`src/rtl/multicycle_control.sv`:
```
// Multi-cycle MIPS control FSM: sequences fetch/decode/execute/memory/write-back,
// stalls on the memory-ready handshake, traps illegal opcodes and counts retired instructions.
module multicycle_control #(
    parameter int unsigned ALU_OP_WIDTH  = 3,
    parameter bit          MEM_WAIT_EN   = 1'b1,
    parameter int unsigned RET_CNT_WIDTH = 16
) (
    input  logic                     clk_i,
    input  logic                     reset_i,
    input  logic [5:0]               opcode_i,
    input  logic                     zero_i,
    input  logic                     mem_ready_i,
    output logic                     pc_write_o,
    output logic [1:0]               pc_src_o,
    output logic                     ir_write_o,
    output logic                     i_or_d_o,
    output logic                     mem_read_o,
    output logic                     mem_write_o,
    output logic                     mem_to_reg_o,
    output logic                     reg_dst_o,
    output logic                     reg_write_o,
    output logic                     alu_src_a_o,
    output logic [1:0]               alu_src_b_o,
    output logic [ALU_OP_WIDTH-1:0]  alu_op_o,
    output logic                     instr_done_o,
    output logic                     illegal_op_o,
    output logic [3:0]               state_o,
    output logic [RET_CNT_WIDTH-1:0] ret_cnt_o
);

    localparam logic [3:0] S_FETCH     = 4'd0;
    localparam logic [3:0] S_DECODE    = 4'd1;
    localparam logic [3:0] S_MEM_ADDR  = 4'd2;
    localparam logic [3:0] S_MEM_READ  = 4'd3;
    localparam logic [3:0] S_LOAD_WB   = 4'd4;
    localparam logic [3:0] S_MEM_WRITE = 4'd5;
    localparam logic [3:0] S_EXECUTE   = 4'd6;
    localparam logic [3:0] S_ALU_WB    = 4'd7;
    localparam logic [3:0] S_BRANCH    = 4'd8;
    localparam logic [3:0] S_JUMP      = 4'd9;
    localparam logic [3:0] S_TRAP      = 4'd10;

    localparam logic [5:0] OP_R    = 6'h00;
    localparam logic [5:0] OP_J    = 6'h02;
    localparam logic [5:0] OP_BEQ  = 6'h04;
    localparam logic [5:0] OP_BNE  = 6'h05;
    localparam logic [5:0] OP_ADDI = 6'h08;
    localparam logic [5:0] OP_ANDI = 6'h0c;
    localparam logic [5:0] OP_ORI  = 6'h0d;
    localparam logic [5:0] OP_LUI  = 6'h0f;
    localparam logic [5:0] OP_LW   = 6'h23;
    localparam logic [5:0] OP_SW   = 6'h2b;

    logic [3:0]               state_q;
    logic [3:0]               state_d;
    logic [5:0]               opcode_r;
    logic                     illegal_q;
    logic [RET_CNT_WIDTH-1:0] ret_cnt_q;
    logic                     mem_ready;

    logic       pc_write;
    logic [1:0] pc_src;
    logic       ir_write;
    logic       i_or_d;
    logic       mem_read;
    logic       mem_write;
    logic       mem_to_reg;
    logic       reg_dst;
    logic       reg_write;
    logic       alu_src_a;
    logic [1:0] alu_src_b;
    logic [2:0] alu_op;
    logic       instr_done;

    assign mem_ready = MEM_WAIT_EN ? mem_ready_i : 1'b1;

    function automatic logic [2:0] exec_alu_op(input logic [5:0] op);
        case (op)
            OP_R:    return 3'b111;
            OP_ADDI: return 3'b100;
            OP_ORI:  return 3'b101;
            OP_ANDI: return 3'b001;
            OP_LUI:  return 3'b110;
            default: return 3'b000;
        endcase
    endfunction

    // DECODE dispatches on the live opcode; later states rely on opcode_r
    always_comb begin
        state_d = S_FETCH;
        case (state_q)
            S_FETCH:     state_d = mem_ready ? S_DECODE : S_FETCH;
            S_DECODE: begin
                case (opcode_i)
                    OP_LW, OP_SW:                           state_d = S_MEM_ADDR;
                    OP_R, OP_ADDI, OP_ORI, OP_ANDI, OP_LUI: state_d = S_EXECUTE;
                    OP_BEQ, OP_BNE:                         state_d = S_BRANCH;
                    OP_J:                                   state_d = S_JUMP;
                    default:                                state_d = S_TRAP;
                endcase
            end
            S_MEM_ADDR:  state_d = (opcode_r == OP_SW) ? S_MEM_WRITE : S_MEM_READ;
            S_MEM_READ:  state_d = mem_ready ? S_LOAD_WB : S_MEM_READ;
            S_LOAD_WB:   state_d = S_FETCH;
            S_MEM_WRITE: state_d = mem_ready ? S_FETCH : S_MEM_WRITE;
            S_EXECUTE:   state_d = S_ALU_WB;
            S_ALU_WB:    state_d = S_FETCH;
            S_BRANCH:    state_d = S_FETCH;
            S_JUMP:      state_d = S_FETCH;
            S_TRAP:      state_d = S_TRAP;
            default:     state_d = S_FETCH;
        endcase
    end

    always_comb begin
        pc_write   = 1'b0;
        pc_src     = 2'b00;
        ir_write   = 1'b0;
        i_or_d     = 1'b0;
        mem_read   = 1'b0;
        mem_write  = 1'b0;
        mem_to_reg = 1'b0;
        reg_dst    = 1'b0;
        reg_write  = 1'b0;
        alu_src_a  = 1'b0;
        alu_src_b  = 2'b00;
        alu_op     = 3'b000;
        instr_done = 1'b0;
        case (state_q)
            S_FETCH: begin
                mem_read  = 1'b1;
                alu_src_b = 2'b01;
                alu_op    = 3'b011;
                ir_write  = mem_ready;
                pc_write  = mem_ready;
            end
            S_DECODE: begin
                alu_src_b = 2'b11;
                alu_op    = 3'b011;
            end
            S_MEM_ADDR: begin
                alu_src_a = 1'b1;
                alu_src_b = 2'b10;
                alu_op    = 3'b011;
            end
            S_MEM_READ: begin
                mem_read = 1'b1;
                i_or_d   = 1'b1;
            end
            S_LOAD_WB: begin
                reg_write  = 1'b1;
                mem_to_reg = 1'b1;
                instr_done = 1'b1;
            end
            S_MEM_WRITE: begin
                mem_write  = 1'b1;
                i_or_d     = 1'b1;
                instr_done = mem_ready;
            end
            S_EXECUTE: begin
                alu_src_a = 1'b1;
                alu_src_b = (opcode_r == OP_R) ? 2'b00 : 2'b10;
                alu_op    = exec_alu_op(opcode_r);
            end
            S_ALU_WB: begin
                reg_write  = 1'b1;
                reg_dst    = (opcode_r == OP_R);
                alu_op     = exec_alu_op(opcode_r);
                instr_done = 1'b1;
            end
            S_BRANCH: begin
                alu_src_a  = 1'b1;
                alu_op     = 3'b010;
                pc_src     = 2'b01;
                pc_write   = ((opcode_r == OP_BEQ) & zero_i) | ((opcode_r == OP_BNE) & ~zero_i);
                instr_done = 1'b1;
            end
            S_JUMP: begin
                pc_src     = 2'b10;
                pc_write   = 1'b1;
                instr_done = 1'b1;
            end
            default: ;
        endcase
    end

    always_ff @(posedge clk_i) begin
        if (reset_i) begin
            state_q   <= S_FETCH;
            opcode_r  <= '0;
            illegal_q <= 1'b0;
            ret_cnt_q <= '0;
        end else begin
            state_q <= state_d;
            if (state_q == S_DECODE) begin
                opcode_r <= opcode_i;
            end
            if (state_d == S_TRAP) begin
                illegal_q <= 1'b1;
            end
            if (instr_done) begin
                ret_cnt_q <= ret_cnt_q + RET_CNT_WIDTH'(1);
            end
        end
    end

    // Reset gates every output combinationally so a mid-instruction reset never writes
    assign pc_write_o   = pc_write & ~reset_i;
    assign pc_src_o     = reset_i ? 2'b00 : pc_src;
    assign ir_write_o   = ir_write & ~reset_i;
    assign i_or_d_o     = i_or_d & ~reset_i;
    assign mem_read_o   = mem_read & ~reset_i;
    assign mem_write_o  = mem_write & ~reset_i;
    assign mem_to_reg_o = mem_to_reg & ~reset_i;
    assign reg_dst_o    = reg_dst & ~reset_i;
    assign reg_write_o  = reg_write & ~reset_i;
    assign alu_src_a_o  = alu_src_a & ~reset_i;
    assign alu_src_b_o  = reset_i ? 2'b00 : alu_src_b;
    assign alu_op_o     = reset_i ? '0 : ALU_OP_WIDTH'(alu_op);
    assign instr_done_o = instr_done & ~reset_i;
    assign illegal_op_o = illegal_q & ~reset_i;
    assign state_o      = reset_i ? 4'd0 : state_q;
    assign ret_cnt_o    = reset_i ? '0 : ret_cnt_q;

endmodule
```
`config.mk`:
```
export PLATFORM = sky130hd
export DESIGN_NAME = multicycle_control
export DESIGN_NICKNAME = d
export VERILOG_FILES = /design/src/rtl/multicycle_control.sv
export SDC_FILE = /design/constraint.sdc
export NUM_CORES = 1
export LEC_CHECK = 0
export ABC_AREA = 1
export CAP_MARGIN = 20
export CORE_UTILIZATION = 53
export CTS_CLUSTER_SIZE = 14
export DETAILED_ROUTE_END_ITERATION = 16
export PLACE_DENSITY = 0.85
export SKIP_LAST_GASP = 1
export SLEW_MARGIN = 40
export SYNTH_ARGS = -nofsm -noshare
export SYNTH_HDL_FRONTEND = slang
export SYNTH_SLANG_ARGS = --single-unit
```
`constraint.sdc`:
```
create_clock -name clk_i -period 3 [get_ports clk_i]
set_input_delay 0.3 -clock clk_i [delete_from_list [all_inputs] [get_ports clk_i]]
set_output_delay 0.3 -clock clk_i [all_outputs]
set_load 0.005 [all_outputs]
```
==> impl_results.md <==
* DP Area at 0.00239 sq mm
* Synth area leaders: dfxtp_1 28%, nand2_1 15%, nor2_1 13%, inv_1 7.6%, a21oi_1 6.5%
* CTS tree: yes
* Max incr delay on CP at between 0.5 and 0.6 ns
* Internal power at between 0.5 and 0.6 mW
* CTS Buffer Depth at 2
* Syn_nets at about 340
* Antenna violations before repair at 0
* Cell Chain, Critical Path: nor2_2, inv_2, nor2_2, inv_1, a31oi_1, clkdlybuf4s50_1
* Util after Layout at 70.8%
* Hold Startpoint: reset_i
* Timing-limited maximum frequency at 398 MHz
* Register-to-Register Setup Slack at roughly 1.2 ns
* Design area at about 0.0024 sq mm
* Largest net degree at the start of global routing at 31
* GRT Max-Usage Layer: met2
* Met1 Usage GRT at around 33%
* Comb pwr share at a little over a third
* Setup-failing EPs final at 0
* Final Skew at just under 0.005 ns
* Setup crit end kind: output port
* Via count at 2246
* Setup TNS at 0 ns
* # IOs at 48
* Max-cap check violation count at 0
* Final period utilization at approximately 84%
* RSZ-0062 raised after global routing: false
* YS warnings at 0
* Outcome: finished clean
* Req. time, crit path at about 2.7 ns
* CTS Root Buffer Type: clkbuf_4
* Worst r2r src: state_q[3]
* Critical path class: flip-flop to output port
* Worst min path class: primary input to flip-flop
* CP Launch Point: state_q[2]
* Clk Latency, worst-skew pair at around 0.33 ns
* Final WL at just under 5 mm
* Peak VDD IR at 0.000240 V
* Sink Count at 27
* Drt wl/cell at around 12 um
* Clock power frac at between 10% and 20%
* Startpoint Class: flip-flop
* Slew Viols, Final at 0
* GRT overflow at 0
* Core box area at approximately 0.0034 sq mm
* Pre-CTS WS at between 0.8 and 0.9 ns
* Flop pwr share at about 46%
* Initial Utilization at 56.3%
* Vias per std cell at ~5.4
* Most frequent CP cell: nor2_2
* Die H at 62.3 um
* Unique cell type count in the Yosys netlist at 29
* Htree depth at 1
* Sw Ratio at between 30% and 40%
* Number of CTS-inserted buffers at 3
* Reg2Reg Depth at 7
* Grt met3 use at approximately 3.5%
* Final Hold Fails at 0
* Drt pass-1 iters at 5
* Global-route wire length before repair at between 8 and 9 mm
* Clock Pin Slew Worst Setup and Hold Paths at 0.15 ns
* #FFs+latches synth at 27
* Slew HR at 72.9%
* Core Rows at 21
* Diode count at 0
* Synthesized area at 0.00192 sq mm
* Worst-path maximum fanout at 11
* Post-CTS setup buffers at 0
* Slowest-stage cell, CP: clkdlybuf4s50_1
* Post_cts resized at 0
* Cell count after synthesis at around 330
* Worst Slack Setup Final at between 0.4 and 0.5 ns
* Nets at roughly 390
* Total Routing Usage GR at 27.1%
* PwrDens at between 300 and 400 mW/mm^2
* Area growth syn-to-layout at 25.7%
* Final hold slack at around 0.37 ns
* Leading area contributor after synthesis: dfxtp_1
* CP arrival at roughly 2.2 ns
* Layout cells sized above 1 at 5.63%
* Hpwl dp at about 3.7 mm
* Period minus WS final at between 2 and 3 ns
* Routed Antenna Nets at 0
* Hold_buf cts at 0
* GR met2 Demand/Resource at 47.5%
* Die width at between 60 and 70 um
* Die ar. at about 0.0039 sq mm
* Worst Hold End: state_q[2]
* Leakage at between 0.9 and 1 nW
* Syn_area_per_cell at around 5.8 sq um
* # DRC at 0
* Sw power at ~0.35 mW
* Hold Path Depth at 2
* Port Buf Inserts at 47
* Share of the synthesized area in the top cell type at approximately 28%
* GPL Wtd Cong at between 0.9 and 1
* Number of global-route vias before repair at around 2100
* Reg-to-Reg End: ret_cnt_q[2]
* Worst-Margin Slew at 0.406 ns
* DRT iter0 DRCs at 184
* Register area share after synthesis at about 28%
[critical path, delay by kind of cell, from the launching register on]
family                 cells  cell delay, ns
buffers and inverters      3            0.80
and+or+nand+nor            2            0.49
DFF                        1            0.39
AOI/OAI and AO/OA          1            0.21
[layout by cell type, fill, tap and decap left out, drive strengths merged]
cell / netlist / routed
o22ai: 1 / 1
o31ai: 1 / 1
o21ai: 14 / 14
nand3: 21 / 21
buf: 8 / 3
nand3b: 1 / 1
inv: 43 / 43
xor2: 3 / 3
o211ai: 1 / 1
a21oi: 25 / 25
nor2: 74 / 74
nor4: 1 / 1
and3: 1 / 1
nand2: 81 / 81
nand4: 18 / 18
clkdlybuf4s50: 0 / 46
dfxtp: 27 / 27
ha: 1 / 1
nor3: 2 / 2
a31oi: 5 / 5
clkbuf: 5 / 4
[power by group through the flow]
| stage | combinational [mW] | clock, mW | sequential [mW] |
|---|---|---|---|
| 4_1_cts | 0.334 | 0.167 | 0.422 |
| 2_1_floorplan | 0.225 | 0 | 0.423 |
| 3_3_place_gp | 0.328 | 0 | 0.428 |
| 3_5_place_dp | 0.331 | 0 | 0.430 |
| 6_report | 0.336 | 0.163 | 0.424 |
| 5_1_grt | 0.377 | 0.178 | 0.430 |
[through the flow]
stage | cells | power (mW)
after floorplan | 333 | 0.648
after CTS | 419 | 0.923
after global routing | 419 | 0.985
after detailed placement | 415 | 0.761
final | 419 | 0.924
after global placement | 415 | 0.756
[how the worst max path moves through the flow]
stage / end / slack, ns
after CTS: alu_src_b_o[1] / 0.51
final: alu_src_b_o[1] / 0.49
after global placement: instr_done_o / 0.85
after global routing: alu_src_b_o[1] / 0.25
after floorplan: ret_cnt_o[10] / 1.64
after detailed placement: instr_done_o / 0.82
[flip-flops by register name, summed over array words and instances, names as in the netlist]
| signal | cells |
|---|---|
| opcode_r | 6 |
| state_q | 4 |
| illegal_q | 1 |
| ret_cnt_q | 16 |
[layout make-up]
cell class | instances | area, sq um
tap | 46 | 57.6
multi-input combinational | 250 | 1150
timing repair buffer | 49 | 480
inverter | 43 | 161
sequential | 27 | 541
fill | 324 | 996
clock buffer | 4 | 26.3
[cells in the mapped netlist (all sizes together)]
master / count
dfxtp: 27
nand2: 81
nand3: 21
o21ai: 14
xor2: 3
o31ai: 1
and3: 1
ha: 1
o22ai: 1
nand4: 18
nor2: 74
nand3b: 1
o211ai: 1
clkbuf: 5
a31oi: 5
nor4: 1
nor3: 2
buf: 8
a21oi: 25
inv: 43
[kinds of logic (layout without fill, tap and decap cells)]
logic type               after synthesis  count (layout)  synth area share, %
buffers and inverters                 56              96                 12.0
adder cells (fa/ha/maj)                1               1                0.650
flip-flops                            27              27                 28.1
AND/OR/NAND/NOR                      199             199                 45.1
XOR/XNOR                               3               3                 1.37
AO/OA/AOI/OAI                         47              47                 12.9
[layer usage]
metal  vias up  part of all wire [%]
met5         -                     0
met4         0                   2.2
met3        14                   5.1
met2        86                    49
met1       993                    44
li1       1153                     -
Power figures use the tool's default switching activity.
